$ cat src/rtl/sata_pkg.sv
// sata_pkg: FIS/ATA constants, status codes and FSM states shared by the command issue path
package sata_pkg;
   localparam logic [7:0] FIS_TYPE_REG_H2D  = 8'h27;
   localparam logic [7:0] ATA_READ_DMA_EXT  = 8'h25;
   localparam logic [7:0] ATA_WRITE_DMA_EXT = 8'h35;
   typedef enum logic [1:0] {ST_OK, ST_DEV_ERR, ST_TX_FAIL, ST_TIMEOUT} st_code_t;
   typedef enum logic [1:0] {S_IDLE, S_SEND, S_WAIT_TX, S_WAIT_CMD} cmd_state_t;
endpackage

$ cat src/rtl/sata_cmd_watchdog.sv
// sata_cmd_watchdog: saturating WAIT_CMD cycle timer, built only when SATA_CMD_TIMEOUT_EN is defined
`ifdef SATA_CMD_TIMEOUT_EN
module sata_cmd_watchdog #(
   parameter int TIMEOUT = 1000000
) (
   input  logic clk,
   input  logic reset,
   input  logic clr_i,
   input  logic en_i,
   output logic exp_o
);
   localparam int TW = $clog2(TIMEOUT + 1);
   logic [TW-1:0] cnt_q, cnt_d;
   // restart from zero while cleared, count enabled cycles and hold at TIMEOUT
   always_comb cnt_d = clr_i ? '0 : (en_i && cnt_q != TW'(TIMEOUT)) ? cnt_q + 1'b1 : cnt_q;
   // timer register
   always_ff @(posedge clk or posedge reset) begin
      if (reset) cnt_q <= '0;
      else       cnt_q <= cnt_d;
   end
   assign exp_o = en_i & (cnt_q == TW'(TIMEOUT - 1));
endmodule
`endif

$ cat src/rtl/sata_cmd_issue_ctrl.sv
// sata_cmd_issue_ctrl: round-robin read/write command scheduler feeding the H2D Register FIS sender (optional WAIT_CMD timeout under SATA_CMD_TIMEOUT_EN)
module sata_cmd_issue_ctrl
   import sata_pkg::*;
#(
   parameter int MAX_RETRY = 3
`ifdef SATA_CMD_TIMEOUT_EN
   , parameter int TIMEOUT = 1000000
`endif
) (
   input  logic        reset,
   input  logic        clk,
   input  logic [47:0] rd_addr,
   input  logic [15:0] rd_scount,
   input  logic        rd_val,
   output logic        rd_rdy,
   input  logic [47:0] wr_addr,
   input  logic [15:0] wr_scount,
   input  logic        wr_val,
   output logic        wr_rdy,
   output logic [7:0]  fis_type,
   output logic [7:0]  fis_command,
   output logic [47:0] fis_address,
   output logic [15:0] fis_scount,
   output logic        fis_val,
   input  logic        fis_rdy,
   input  logic        tx_done,
   input  logic        tx_err,
   input  logic        cmd_ok,
   input  logic        cmd_err,
   output logic        st_val,
   output logic [1:0]  st_code,
   output logic        st_is_wr,
   output logic        busy
);
   localparam int RW = (MAX_RETRY > 0) ? $clog2(MAX_RETRY + 1) : 1;
   cmd_state_t    state_q, state_d;
   logic [RW-1:0] retry_q, retry_d;
   logic [47:0]   addr_q, addr_d;
   logic [15:0]   scount_q, scount_d;
   logic [7:0]    cmd_q, cmd_d;
   logic          is_wr_q, is_wr_d, last_wr_q, last_wr_d;
   logic          st_val_q, st_val_d, st_is_wr_q, st_is_wr_d;
   st_code_t      st_code_q, st_code_d;
   logic          idle, gnt_wr, gnt_rd, tmo;

   assign idle   = state_q == S_IDLE;
   assign gnt_wr = wr_val & (~rd_val | ~last_wr_q);
   assign gnt_rd = rd_val & ~gnt_wr;
   assign rd_rdy = idle & gnt_rd;
   assign wr_rdy = idle & gnt_wr;

`ifdef SATA_CMD_TIMEOUT_EN
   sata_cmd_watchdog #(.TIMEOUT(TIMEOUT)) u_wdog (
      .clk   (clk),
      .reset (reset),
      .clr_i (state_q != S_WAIT_CMD),
      .en_i  (state_q == S_WAIT_CMD),
      .exp_o (tmo)
   );
`else
   assign tmo = 1'b0;
`endif

   // next state: accept/latch in IDLE, retry on tx_err, terminate with one registered status
   always_comb begin
      state_d    = state_q;
      retry_d    = retry_q;
      addr_d     = addr_q;
      scount_d   = scount_q;
      cmd_d      = cmd_q;
      is_wr_d    = is_wr_q;
      last_wr_d  = last_wr_q;
      st_val_d   = 1'b0;
      st_code_d  = st_code_q;
      st_is_wr_d = st_is_wr_q;
      case (state_q)
         S_IDLE: if (gnt_wr | gnt_rd) begin
            state_d   = S_SEND;
            retry_d   = '0;
            is_wr_d   = gnt_wr;
            last_wr_d = gnt_wr;
            addr_d    = gnt_wr ? wr_addr : rd_addr;
            scount_d  = gnt_wr ? wr_scount : rd_scount;
            cmd_d     = gnt_wr ? ATA_WRITE_DMA_EXT : ATA_READ_DMA_EXT;
         end
         S_SEND: if (fis_rdy) state_d = S_WAIT_TX;
         S_WAIT_TX: if (tx_err) begin
            if (retry_q < RW'(MAX_RETRY)) begin
               retry_d = retry_q + 1'b1;
               state_d = S_SEND;
            end else begin
               state_d    = S_IDLE;
               st_val_d   = 1'b1;
               st_code_d  = ST_TX_FAIL;
               st_is_wr_d = is_wr_q;
            end
         end else if (tx_done) state_d = S_WAIT_CMD;
         S_WAIT_CMD: if (cmd_ok | cmd_err | tmo) begin
            state_d    = S_IDLE;
            st_val_d   = 1'b1;
            st_is_wr_d = is_wr_q;
            st_code_d  = cmd_err ? ST_DEV_ERR : cmd_ok ? ST_OK : ST_TIMEOUT;
         end
         default: state_d = S_IDLE;
      endcase
   end

   // state, latched command and status registers
   always_ff @(posedge clk or posedge reset) begin
      if (reset) begin
         state_q    <= S_IDLE;
         retry_q    <= '0;
         addr_q     <= '0;
         scount_q   <= '0;
         cmd_q      <= '0;
         is_wr_q    <= 1'b0;
         last_wr_q  <= 1'b1;
         st_val_q   <= 1'b0;
         st_code_q  <= ST_OK;
         st_is_wr_q <= 1'b0;
      end else begin
         state_q    <= state_d;
         retry_q    <= retry_d;
         addr_q     <= addr_d;
         scount_q   <= scount_d;
         cmd_q      <= cmd_d;
         is_wr_q    <= is_wr_d;
         last_wr_q  <= last_wr_d;
         st_val_q   <= st_val_d;
         st_code_q  <= st_code_d;
         st_is_wr_q <= st_is_wr_d;
      end
   end

   assign fis_type    = FIS_TYPE_REG_H2D;
   assign fis_command = cmd_q;
   assign fis_address = addr_q;
   assign fis_scount  = scount_q;
   assign fis_val     = state_q == S_SEND;
   assign st_val      = st_val_q;
   assign st_code     = st_code_q;
   assign st_is_wr    = st_is_wr_q;
   assign busy        = ~idle;
endmodule

$ cat config.mk
export PLATFORM = sky130hd
export DESIGN_NAME = sata_cmd_issue_ctrl
export DESIGN_NICKNAME = d
export VERILOG_FILES = /design/src/rtl/sata_pkg.sv /design/src/rtl/sata_cmd_watchdog.sv /design/src/rtl/sata_cmd_issue_ctrl.sv
export SDC_FILE = /design/constraint.sdc
export NUM_CORES = 1
export LEC_CHECK = 0
export CORE_UTILIZATION = 41
export DETAILED_ROUTE_END_ITERATION = 10
export PLACE_DENSITY = 0.87
export SLEW_MARGIN = 5
export SYNTH_ARGS = -nofsm -noshare
export SYNTH_HDL_FRONTEND = slang
export SYNTH_SLANG_ARGS = --single-unit
$ cat constraint.sdc
create_clock -name clk -period 4.41 [get_ports clk]
set_input_delay 0.882 -clock clk [delete_from_list [all_inputs] [get_ports clk]]
set_output_delay 0.882 -clock clk [all_outputs]
set_load 0.02 [all_outputs]
## Word-level counts from Yosys, hierarchy flattened

Cells that the tools add are included.

- Add/subtract/negate cells: 1
- $lt $le $gt $ge: 1
- Equal/unequal tests: 10
- Muxes and demuxes: 28
- Bitwise gates (word level): 11
- Reduce and logical (&&, ||, !) cells: 7

Operator list:

| kind | number |
|---|---|
| two-way mux 48 bit | 1 |
| two-way mux 2 bit | 13 |
| two-way mux 16 bit | 1 |
| AND reduction 4 bit | 3 |
| inequality test 2 bit, second input constant | 4 |
| case mux 2 bit (2 select lines) | 2 |
| case mux 2 bit (4 select lines) | 1 |
| two-way mux 1 bit | 7 |
| two-way mux 5 bit | 1 |
| AND 1 bit | 4 |
| equality test 2 bit, second input constant | 2 |
| inequality test 2 x 1 -> 1 bit, second input constant | 2 |
| inverter 1 bit | 4 |
| case mux 1 bit (2 select lines) | 2 |
| nonzero test 2 bit | 2 |
| inequality test 3 bit, second input constant | 1 |
| bitwise OR 1 bit | 3 |
| adder 2 x 1 -> 2 bit, second input constant | 1 |
| equality test 2 x 1 -> 1 bit, second input constant | 1 |
| logical NOT 2 bit | 1 |
| less-than comparator 2 bit, second input constant | 1 |
| AND reduction 2 bit | 1 |

- Bits in registers: 82
- Output and inout bits: 88
- Word-level logic and storage cells: 68

## Longest topological paths before layout

- Depth after elaboration: 8
- Depth in mapped cells: 7

## Worst setup path before layout

Ideal clock, no wire load.

- Path type: input port to output port
- From: input port wr_val
- To: output port rd_rdy
- Arrival: 1667 ps
- Setup slack: 1861 ps
- Stages on the path: 4
- Path buffers: 2
- Path through: a21boi_2 buf_6 buf_4 nor2_1

- Longest elaborated chain between the ends: 4

Ends and longest elaborated chain:

| item | line | source |
|---|---|---|
| start, declared | sata_cmd_issue_ctrl.sv:18 | `input logic wr_val,` |
| AND 1 bit | sata_cmd_issue_ctrl.sv:47 | `assign gnt_wr = wr_val & (~rd_val \| ~last_wr_q);` |
| inverter 1 bit | sata_cmd_issue_ctrl.sv:48 | `assign gnt_rd = rd_val & ~gnt_wr;` |
| AND 1 bit | sata_cmd_issue_ctrl.sv:48 |  |
| AND 1 bit | sata_cmd_issue_ctrl.sv:49 | `assign rd_rdy = idle & gnt_rd;` |
| end, declared | sata_cmd_issue_ctrl.sv:15 | `output logic rd_rdy,` |

No other way between the ends.

## Worst setup path in the final report

- From: input port wr_val
- To: output port wr_rdy

- Longest elaborated chain between the ends: 2

Ends and longest elaborated chain:

| item | line | source |
|---|---|---|
| AND 1 bit | sata_cmd_issue_ctrl.sv:47 |  |
| AND 1 bit | sata_cmd_issue_ctrl.sv:50 | `assign wr_rdy = idle & gnt_wr;` |
| end, declared | sata_cmd_issue_ctrl.sv:19 | `output logic wr_rdy,` |

No other way between the ends.

==> impl_results.md <==
- Final number of hold-violating endpoints: 0
- CTS Hold Bufs: 0
- Delay-heaviest family, CP: buffers and inverters
- Area leader, netlist: dfrtp_1
- DRT iter0 DRCs: 83
- Comb pwr share: 51.9%
- Register Area: 1880 µm²
- Hold EP: fis_address[1]$_DFFE_PP0P_
- Area delta synth->final: 62.4%
- Core Area: between 8000 and 9000 µm²
- Post-DP HPWL: 8.11 mm
- DRC violations left: 0
- Slew at the pin closest to its max-slew limit: 950 ps
- Post-CTS Resized: 0
- Compound-Gate Fraction of Synth Area: between 20% and 30%
- Main synth FF type: dfrtp_1
- Synth Area in XOR/XNOR: 0%
- CP bufs+invs: 2
- Number of synthesized flops with an enable pin: 0
- R2R Setup Slk: 2480 ps
- Worst setup SP type: primary input
- Rel. slew slack: 36.6%
- CP Capture Type: primary output
- Worst-Skew Late Latency: 340 ps
- Tcrit/Tclk final: 78.8%
- CTS max path bufs: 2
- Post-synth ARST share: between 90% and 100%
- Antenna viol nets, final: 0
- Hold Path Class: register to register
- R2r worst-path depth: 4
- Worst Clk Skew: ~11 ps
- Global-route wire length before repair: 17.5 mm
- Final #Nets: between 600 and 700
- # fillers: 681
- Status: completed
- Placer congestion estimate: 0.811
- Maxcap violations: 0
- Placed Area: 5780 µm²
- Sequential group share of total power: around a third
- CP max FO: 4
- Netlist cell types: 33
- Clk pwr share: 15.8%
- Hold Path Depth: 2
- Largest net degree at the start of global routing: between 60 and 70
- Placed cell count: 642
- CTS tree: done
- Area of the die: 9410 µm²
- Vias in the first global route: 3,576
- Final Power: roughly 3.7 mW
- Critical Path AT: 2590 ps
- Post-Syn Instances: 351
- Total CTS buffers: 9
- Worst-path clk slew: approximately 70 ps
- Share of the synthesized area in the top cell type: 50.0%
- Yosys reg bits: 75
- Die X: 97.0 µm
- # rows: 34
- Htree depth: 3
- Main combinational cell family by area after synthesis: compound AO/OA/AOI/OAI gates
- Leakage: 2.48 nW
- Antenna violations before repair: 0
- Max Slew Vio Count: 0
- Ys Warns: 0
- N_diodes: 0
- Final setup TNS: 0 ps
- Postcts setup bufs: 0
- Worst hold start: fis_address[1]$_DFFE_PP0P_
- Crit-path cells: clkdlybuf4s50_1 > a21boi_4 > and2_1 > clkdlybuf4s50_1
- Power Internal: about 2.2 mW
- Port Buffer Count: 212
- Slowest-stage cell, CP: clkdlybuf4s50_1
- Critical path class: primary input to primary output
- First-pass DRT Iterations: 4
- Switching power: about 1.5 mW
- Most used cell, CP: clkdlybuf4s50_1
- Tmin final: 3470 ps
- Number of top-level pins: between 200 and 250
- Layout cells sized above 1: 5.82%
- Switching share of total power: between 30% and 40%
- Area of the mapped netlist: ~3700 µm²
- Unrepaired setup endpoints after global routing: no
- Layout Utilization: 68.9%
- Capturing point of the worst reg2reg path: retry_q[0]$_DFFE_PP0P_
- Synth cell count leaders: o21ai_0 (86), dfrtp_1 (74), mux2i_1 (64)
- PwrDens: slightly above 600 nW/µm²
- Post-synthesis sequential area ratio: a little over 50%
- Layout Cells excl Fill: 658
- Adder-cell area share of the yosys netlist: less than 1%
- Slowest cell delay on critical path: 630 ps
- Required time worst endpoint: 3530 ps
- Root Buffer: clkbuf_8
- Top area cells in the synthesized netlist: dfrtp_1 (50%), mux2i_1 (17%), o21ai_0 (12%), o21ai_1 (6.5%), buf_4 (3.4%)
- Final setup violating endpoints: 0
- Mean routed wirelength per cell: approximately 17 µm
- Starting Density: 42.4%
- Origin of the critical flop-to-flop path: state_q[1]$_DFFE_PP0P_
- Multiplexer share of the synthesized area: 17.9%
- Peak VDD IR: 0.000272 V
- Drt total wl: 10.9 mm
- Area of the multi-input gates: roughly 1600 µm²
- Simple-gate share of the synthesized area: 2.10%
- Overflow after GRT: 0
- Max Clk Rate: approximately 290 MHz
- Vias per cell: 5.22
- Final instance area: 6010 µm²
- Count leader, synth: o21ai_0
- Clk sinks: 75
- Total track usage: a little under a quarter
- Vias post-DR: 3,432
- DIE HEIGHT: 97.0 µm
- Synthesized area per cell: 10.5 µm²
-- layout by cell type (no fill, tap or decap), drive strengths merged --
master,Yosys,final
a211oi,1,1
a21boi,1,1
a21o,1,1
a21oi,1,1
a22o,2,2
a31oi,2,2
a32o,1,1
and2,1,1
and4bb,1,1
buf,27,6
bufinv,0,2
clkbuf,18,10
clkdlybuf4s50,0,212
clkinv,0,2
clkinvlp,0,2
conb,2,12
dfrtp,74,74
dfstp,1,1
ha,1,1
inv,3,3
mux2,2,2
mux2i,64,64
nand2,2,2
nand2b,2,2
nand3,2,2
nor2,4,4
nor2b,1,1
o211ai,1,1
o21ai,134,134
o21ba,1,1
o31ai,1,1
-- logic make-up (layout without fill, tap and decap cells) --
kind of cell,count (synthesis),in the layout
other,2,12
buffers and inverters,48,237
AND/OR/NAND/NOR,13,13
adder cells (fa/ha/maj),1,1
multiplexers,66,66
flip-flops,75,75
AO/OA/AOI/OAI,146,146
-- state kept, by name (all words and copies together) (netlist names) --
signal and cells:
fis_command 2, retry_q 2, st_is_wr 1, last_wr_q 1, state_q 2, fis_address 48
st_val 1, st_code 2, fis_scount 16
-- per-stage QoR --
stage | worst slack (ps) | hold slack, ps
2_1_floorplan | 1620 | 468
3_3_place_gp | 1040 | 488
3_5_place_dp | 939 | 500
4_1_cts | 933 | 514
5_1_grt | 875 | 536
6_report | 937 | 503
-- power by group through the flow --
| stage | Sequential, mW | Clock (mW) | Combinational [mW] |
|---|---|---|---|
| 2_1_floorplan | 1.53 | 0 | 0.701 |
| 3_3_place_gp | 1.19 | 0 | 1.88 |
| 3_5_place_dp | 1.21 | 0 | 1.94 |
| 4_1_cts | 1.20 | 0.600 | 1.95 |
| 5_1_grt | 1.25 | 0.630 | 2.07 |
| 6_report | 1.20 | 0.589 | 1.93 |
-- worst register-to-register path, stage by stage, from the launching register on --
cell,delay (ps)
dfrtp_1,500
nor2_4,270
inv_2,410
o21ba_2,370
mux2_2,260
-- worst max path at each step --
| stage | cells after the start | startpoint | endpoint | slack [ps] |
|---|---|---|---|---|
| after floorplan | 1 | reset | fis_address[0]$_DFFE_PP0P_ | 1620 |
| after global placement | 4 | wr_val | wr_rdy | 1040 |
| after detailed placement | 4 | wr_val | wr_rdy | 940 |
| after CTS | 4 | wr_val | wr_rdy | 930 |
| after global routing | 3 | state_q[1]$_DFFE_PP0P_ | busy | 880 |
| final | 4 | wr_val | wr_rdy | 940 |
-- area by class of cell --
cell class              count  share of cell area, %
repair buffers            218                   36.1
flip-flops and latches     75                   31.3
multi-input cells         238                   26.5
clock buffers              10                   2.29
well taps                 108                   2.25
clock inverters             6                   1.48
inverters                   3                  0.187
-- per-layer routing --
metal / wire [µm] / up-vias / global-route usage (%)
met5: 0 / - / 0
met4: 210 / 0 / 8.61
met3: 839 / 15 / 6.29
li1: - / 1618 / -
met2: 5740 / 159 / 42.8
met1: 4120 / 1640 / 25.5
No activity file was read; power rests on OpenSTA's default activity.
